[src/rtl/mem_ctrl_pkg.sv]
// Shared definitions for the MAR/MDR/MEM access controller: data/address
// width, FSM state encodings and the memory read/write strobe encoding.
package mem_ctrl_pkg;

    localparam int DATA_W = 16;

    // State encodings (3 bits, one value per FSM state).
    localparam logic [2:0] S_IDLE    = 3'd0;
    localparam logic [2:0] S_LD_MAR  = 3'd1;
    localparam logic [2:0] S_LD_MDR  = 3'd2;
    localparam logic [2:0] S_MEM_ACC = 3'd3;
    localparam logic [2:0] S_MDR_CAP = 3'd4;
    localparam logic [2:0] S_MDR_OUT = 3'd5;
    localparam logic [2:0] S_RELEASE = 3'd6;
    localparam logic [2:0] S_DONE    = 3'd7;

    typedef enum logic [2:0] {
        IDLE    = S_IDLE,
        LD_MAR  = S_LD_MAR,
        LD_MDR  = S_LD_MDR,
        MEM_ACC = S_MEM_ACC,
        MDR_CAP = S_MDR_CAP,
        MDR_OUT = S_MDR_OUT,
        RELEASE = S_RELEASE,
        DONE    = S_DONE
    } state_t;

    // memRW encodings.
    localparam logic MEM_READ  = 1'b1;
    localparam logic MEM_WRITE = 1'b0;

endpackage

[src/rtl/mem_timeout_ctr.sv]
// Clear/enable/terminal-count counter used to bound the wait on each MFC
// edge. tc is high while the count sits at TERMINAL-1, so a wait that starts
// with a clear lasts exactly TERMINAL cycles before tc is seen.
module mem_timeout_ctr #(
    parameter int TERMINAL = 64
) (
    input  logic clk,
    input  logic reset,
    input  logic clear,
    input  logic enable,
    output logic tc
);

    localparam int CW = (TERMINAL > 1) ? $clog2(TERMINAL) : 1;
    localparam logic [CW-1:0] LAST = CW'(TERMINAL - 1);

    logic [CW-1:0] count;

    assign tc = (count == LAST);

    // Count cycles spent waiting; saturate at the terminal value.
    always_ff @(posedge clk) begin
        if (reset) begin
            count <= '0;
        end else if (clear) begin
            count <= '0;
        end else if (enable && !tc) begin
            count <= count + CW'(1);
        end
    end

endmodule

[src/rtl/mem_access_ctrl.sv]
// Single-word access sequencer for the MAR/MDR/MEM datapath.
// Optional feature macro: MEM_ACCESS_TIMEOUT_EN (bounded wait on MFC,
// reported through err). Without it the controller waits on MFC forever.
//
// Request handshake: a request transfers on a rising edge where req and
// ready are both 1; we/addr/wdata are captured on that edge only. ready is
// low for the whole access and req is ignored (not queued) while it is low.
// Completion is a one-cycle done pulse with err valid in the same cycle.
module mem_access_ctrl
    import mem_ctrl_pkg::*;
#(
    parameter int TIMEOUT_CYCLES = 64
) (
    input  logic              clk,
    input  logic              reset,
    input  logic              req,
    input  logic              we,
    input  logic [DATA_W-1:0] addr,
    input  logic [DATA_W-1:0] wdata,
    output logic              ready,
    output logic              done,
    output logic              err,
    output logic [DATA_W-1:0] rdata,
    output logic [DATA_W-1:0] busOut,
    output logic              loadBus,
    output logic              marLoad,
    output logic              mdrWriteEn,
    output logic              mdrReadEn,
    output logic              mdrOutEn,
    output logic              memRW,
    output logic              memEn,
    input  logic              MFC,
    input  logic [DATA_W-1:0] bus
);

    if (TIMEOUT_CYCLES < 1) begin : g_bad_timeout
        $error("TIMEOUT_CYCLES must be at least 1");
    end

    state_t            state;
    state_t            next_state;
    logic              ready_q;
    logic              accept;
    logic              we_q;
    logic [DATA_W-1:0] addr_q;
    logic [DATA_W-1:0] wdata_q;
    logic [DATA_W-1:0] rdata_q;
    logic              err_q;
    logic              timeout;
    logic              timeout_jump;

    assign accept = req && ready_q && (state == IDLE);
    assign ready  = ready_q;
    assign rdata  = rdata_q;

`ifdef MEM_ACCESS_TIMEOUT_EN
    logic ctr_tc;
    logic ctr_en;
    logic ctr_clear;

    // The counter restarts on every state change, so entering MEM_ACC or
    // RELEASE always begins a fresh wait.
    assign ctr_en    = (state == MEM_ACC) || (state == RELEASE);
    assign ctr_clear = (next_state != state);
    assign timeout   = ctr_en && ctr_tc;

    mem_timeout_ctr #(
        .TERMINAL(TIMEOUT_CYCLES)
    ) u_timeout_ctr (
        .clk   (clk),
        .reset (reset),
        .clear (ctr_clear),
        .enable(ctr_en),
        .tc    (ctr_tc)
    );
`else
    assign timeout = 1'b0;
`endif

    // State register and registered ready (low during reset and the first idle cycle).
    always_ff @(posedge clk) begin
        if (reset) begin
            state   <= IDLE;
            ready_q <= 1'b0;
        end else begin
            state   <= next_state;
            ready_q <= (next_state == IDLE);
        end
    end

    // Capture the request fields on accept.
    always_ff @(posedge clk) begin
        if (reset) begin
            we_q    <= 1'b0;
            addr_q  <= '0;
            wdata_q <= '0;
        end else if (accept) begin
            we_q    <= we;
            addr_q  <= addr;
            wdata_q <= wdata;
        end
    end

    // Read result comes off the bus at the end of MDR_OUT; held otherwise.
    always_ff @(posedge clk) begin
        if (reset) begin
            rdata_q <= '0;
        end else if (state == MDR_OUT) begin
            rdata_q <= bus;
        end
    end

    // Access status: cleared at accept, set when a wait gives up.
    always_ff @(posedge clk) begin
        if (reset) begin
            err_q <= 1'b0;
        end else if (accept) begin
            err_q <= 1'b0;
        end else if (timeout_jump) begin
            err_q <= 1'b1;
        end
    end

    // Next-state logic; MFC wins over a timeout landing in the same cycle.
    always_comb begin
        next_state   = state;
        timeout_jump = 1'b0;
        case (state)
            IDLE:    if (accept) next_state = LD_MAR;
            LD_MAR:  next_state = we_q ? LD_MDR : MEM_ACC;
            LD_MDR:  next_state = MEM_ACC;
            MEM_ACC: begin
                if (MFC) begin
                    next_state = we_q ? RELEASE : MDR_CAP;
                end else if (timeout) begin
                    next_state   = DONE;
                    timeout_jump = 1'b1;
                end
            end
            MDR_CAP: next_state = MDR_OUT;
            MDR_OUT: next_state = RELEASE;
            RELEASE: begin
                if (!MFC) begin
                    next_state = DONE;
                end else if (timeout) begin
                    next_state   = DONE;
                    timeout_jump = 1'b1;
                end
            end
            DONE:    next_state = IDLE;
            default: next_state = IDLE;
        endcase
    end

    // Datapath strobes decoded from the state register; everything idles at 0.
    always_comb begin
        busOut     = '0;
        loadBus    = 1'b0;
        marLoad    = 1'b0;
        mdrWriteEn = 1'b0;
        mdrReadEn  = 1'b0;
        mdrOutEn   = 1'b0;
        memRW      = MEM_WRITE;
        memEn      = 1'b0;
        done       = 1'b0;
        err        = 1'b0;
        case (state)
            LD_MAR: begin
                loadBus = 1'b1;
                busOut  = addr_q;
                marLoad = 1'b1;
            end
            LD_MDR: begin
                loadBus    = 1'b1;
                busOut     = wdata_q;
                mdrWriteEn = 1'b1;
            end
            MEM_ACC: begin
                memEn = 1'b1;
                memRW = we_q ? MEM_WRITE : MEM_READ;
            end
            MDR_CAP: begin
                memEn     = 1'b1;
                memRW     = MEM_READ;
                mdrReadEn = 1'b1;
            end
            MDR_OUT: mdrOutEn = 1'b1;
            DONE: begin
                done = 1'b1;
                err  = err_q;
            end
            default: ;
        endcase
    end

endmodule
[config.mk]
export PLATFORM = sky130hd
export DESIGN_NAME = mem_access_ctrl
export DESIGN_NICKNAME = d
export VERILOG_FILES = /design/src/rtl/mem_ctrl_pkg.sv /design/src/rtl/mem_timeout_ctr.sv /design/src/rtl/mem_access_ctrl.sv
export SDC_FILE = /design/constraint.sdc
export NUM_CORES = 1
export LEC_CHECK = 0
export BUFFER_PORTS_ARGS = -buffer_cell sky130_fd_sc_hd__buf_2
export CAP_MARGIN = 20
export CORE_AREA = 2 2 72 74
export CTS_CLUSTER_DIAMETER = 150
export DETAILED_ROUTE_END_ITERATION = 6
export DIE_AREA = 0 0 74 76
export GPL_ROUTABILITY_DRIVEN = 0
export MAX_ROUTING_LAYER = met4
export PLACE_DENSITY = 0.83
export RECOVER_POWER = 100
export REMOVE_ABC_BUFFERS = 1
export SLEW_MARGIN = 20
export SYNTH_ARGS = -nofsm -noshare
export SYNTH_HDL_FRONTEND = slang
export SYNTH_SLANG_ARGS = --single-unit
export TNS_END_PERCENT = 50
[constraint.sdc]
create_clock -name clk -period 4.29 [get_ports clk]
set_input_delay 0.6435 -clock clk [delete_from_list [all_inputs] [get_ports clk]]
set_output_delay 0.6435 -clock clk [all_outputs]
set_load 0.02 [all_outputs]
==> results.py <==
metrics = {
    "run_status": {
        "outcome": "finished with violations",
        "violations": "capacitance limit, slew limit",
    },
    "floorplan": {
        "start_util": 0.503,
        "io_pins": 95,
        "dieArea_mm2": 0.00562,
        "core_mm2": 0.00491,
        "die_y_um": 76,
        "rows": 26,
        "die_w_um": 74,
    },
    "global_route": {
        "grt_use_total": 0.188,
        "grt_pass1_wl_mm": 8.30,
        "grt_pass1_vias": 1997,
        "antenna_found_initial": 0,
        "grt_max_degree": 87,
        "overflow": 0,
    },
    "logic_synthesis": {
        "synthXorXnorAreaFrac": 0,
        "synth_warnings": 0,
        "muxShareOfSynthArea": 0.138,
        "synth_area_mm2": 0.00247,
        "synthFlopType": "dfxtp_1",
        "avgSynthCellArea_um2": 9.25,
        "synthAdderAreaFrac": 0,
        "ys_ff_latch": 53,
        "ys_seq_area_frac": 0.430,
        "netlist_instances": 267,
        "synth_compound_area_frac": 0.115,
        "synth_edf_count": 0,
        "synthSimpleGateAreaFrac": 0.260,
        "synth_top_family_by_area": "simple AND/OR/NAND/NOR gates",
        "synth_cell_types": 28,
        "async_flop_share": 0,
    },
    "cells_and_area": {
        "layout.cells.non_filler": 418,
        "area_delta_synth_final_pct": 18.8,
        "insertedDiodeCount": 0,
        "final_layout_size_suffix_gt1_frac": 0.193,
        "final_nets": 400,
        "regArea_mm2": 0.00106,
        "finish.utilization": 0.597,
        "multi_input_area_mm2": 0.00126,
        "nFillCells": 480,
    },
    "timing": {
        "maxSlewViolCount": 87,
        "relSlewSlack": -0.757,
        "rsz0062_at_grt": "no",
        "worst_slew_pin_slew_ps": 2630,
        "fmax_mhz": 340,
        "holdWs_ps": 464,
        "hold_viol_final": 0,
        "post-route-period-util": 0.686,
        "setup_viol": 0,
        "finClkSkew_ps": 3.27,
        "setup_tns_ps": 0,
        "post-route-min-period_ps": 2940,
    },
    "clocking": {
        "ctsHtreeMaxLevel": 2,
        "path_clk_slew_ps": 90,
        "clk_latency_ps": 290,
        "ctsLongestPathBuffers": 2,
        "cts-root-buf": "clkbuf_8",
        "ctsHoldBuffers": 0,
        "post_cts_resized": 0,
        "post_cts_buffers": 0,
        "numClockSinks": 53,
        "cts_tree": "built",
        "numCtsBuffers": 5,
    },
    "setup_path": {
        "timing.rr.start": "state[1]",
        "endpoint_kind": "output pin",
        "worstReg2RegEnd": "rdata[2]",
        "worstPathRequired_ps": 3650,
        "rrSetupSlack_ps": 2070,
        "worstSetupPathType": "flip-flop to output pin",
        "reg2reg_depth": 4,
        "cp.arrival_ps": 2300,
        "cp-start-kind": "flip-flop",
        "crit_fanout": 18,
    },
    "route": {
        "routed_wl_mm": 5.14,
        "first_iter_violations": 77,
        "vias": 2018,
        "via_per_inst": 4.83,
        "first_pass_iters": 4,
        "postRouteAntennaNets": 0,
        "drc_errors": 0,
        "wl_per_cell_um": 12.3,
    },
    "power": {
        "p_leak_nw": 1.09,
        "worst_ir_drop_vdd_v": 0.000205,
        "power_mw": 1.01,
        "p_per_area_mw_per_mm2": 346,
    },
    "min_path": {
        "worstHoldEndpoint": "rdata[4]",
        "hp-start": "rdata[4]",
        "min_path_type": "flip-flop to flip-flop",
        "hold_path_depth": 2,
    },
    "placed_design": {
        "port_buffers": 93,
        "dpl.cell_count": 410,
        "dp_hpwl_mm": 3.51,
    },
    "run": {
        "maxCapViolCount": 1,
    },
}
## cells by family (layout without fill, tap and decap cells)
kind of cell,count (synthesis),after routing
buffers and inverters,24,105
multiplexers,34,34
AND/OR/NAND/NOR,113,113
other,1,1
flip-flops,53,53
AO/OA/AOI/OAI,42,42
## placed cells by master, fill, tap and decap left out, drive strengths merged
| cell type | synthesis | layout |
|---|---|---|
| and2 | 1 | 1 |
| nor3b | 1 | 1 |
| a2111oi | 1 | 1 |
| o31ai | 1 | 1 |
| nand4 | 1 | 1 |
| conb | 1 | 1 |
| dfxtp | 53 | 53 |
| buf | 14 | 55 |
| nand2 | 36 | 36 |
| or2 | 1 | 1 |
| nor2 | 3 | 3 |
| nor4 | 1 | 1 |
| clkinv | 1 | 3 |
| mux2i | 33 | 33 |
| o21ai | 2 | 2 |
| a21oi | 20 | 20 |
| inv | 2 | 2 |
| nand3b | 1 | 1 |
| a31oi | 1 | 1 |
| clkbuf | 7 | 45 |
| o21ba | 1 | 1 |
| mux2 | 1 | 1 |
| a22o | 16 | 16 |
| nor3 | 1 | 1 |
| nand2b | 67 | 67 |
## sequential cells by signal (all words and copies together) (netlist names)
name and flops:
wdata_q 16, addr_q 16, ready 1, state 3
rdata 16, we_q 1
## report_power, final
part / internal [mW] / switching [mW]
combinational: 0.0862 / 0.109
sequential: 0.521 / 0.0270
clock: 0.114 / 0.157
total: 0.721 / 0.293
## synthesized netlist by cell type (2+ instances only)
| cell type | instances | area, µm² |
|---|---|---|
| buf_2 | 6 | 30.0 |
| o21ai_0 | 2 | 10.0 |
| nand2b_1 | 67 | 419 |
| nand2_1 | 36 | 135 |
| a22o_1 | 16 | 140 |
| clkbuf_1 | 7 | 26.3 |
| buf_6 | 4 | 45.0 |
| inv_1 | 2 | 7.51 |
| buf_4 | 3 | 22.5 |
| dfxtp_1 | 53 | 1060 |
| nor2_1 | 3 | 11.3 |
| mux2i_1 | 33 | 330 |
| a21oi_1 | 20 | 100 |
## area by class of cell
class	count	share of cell area
Clock buffer	6	0.0248
Clock inverter	2	0.00341
Inverter	3	0.00384
Multi-Input combinational cell	190	0.431
Sequential cell	53	0.362
Tap cell	70	0.0299
Timing Repair Buffer	94	0.145
## stage by stage
stage / area, µm² / worst slack, ps
after global routing: 2930 / 1180
after CTS: 2980 / 1570
final: 2930 / 1350
after global placement: 2900 / 1980
after floorplan: 2340 / 1690
after detailed placement: 2900 / 1930
## worst max path at each step
| stage | depth (start not counted) | slack, ps | start | end |
|---|---|---|---|---|
| after floorplan | 3 | 1690 | req | addr_q[0] |
| after global placement | 3 | 1980 | state[1] | mdrOutEn |
| after detailed placement | 3 | 1930 | state[1] | busOut[14] |
| after CTS | 3 | 1570 | state[1] | busOut[9] |
| after global routing | 3 | 1180 | state[1] | mdrOutEn |
| final | 3 | 1350 | state[0] | busOut[9] |
## worst max-delay path: stages, from the launching register on
cell	delay, ps
dfxtp_1	600
and2_0	880
a22o_1	270
clkbuf_1	240
## per-layer routing
layer | vias to the layer above | global-route usage | part of all wire
met5 | - | - | 0
met4 | 0 | 0.0491 | 0.0066
met3 | 5 | 0.0450 | 0.069
met2 | 79 | 0.313 | 0.45
met1 | 889 | 0.226 | 0.47
li1 | 1045 | - | -
Power figures use the tool's default switching activity.
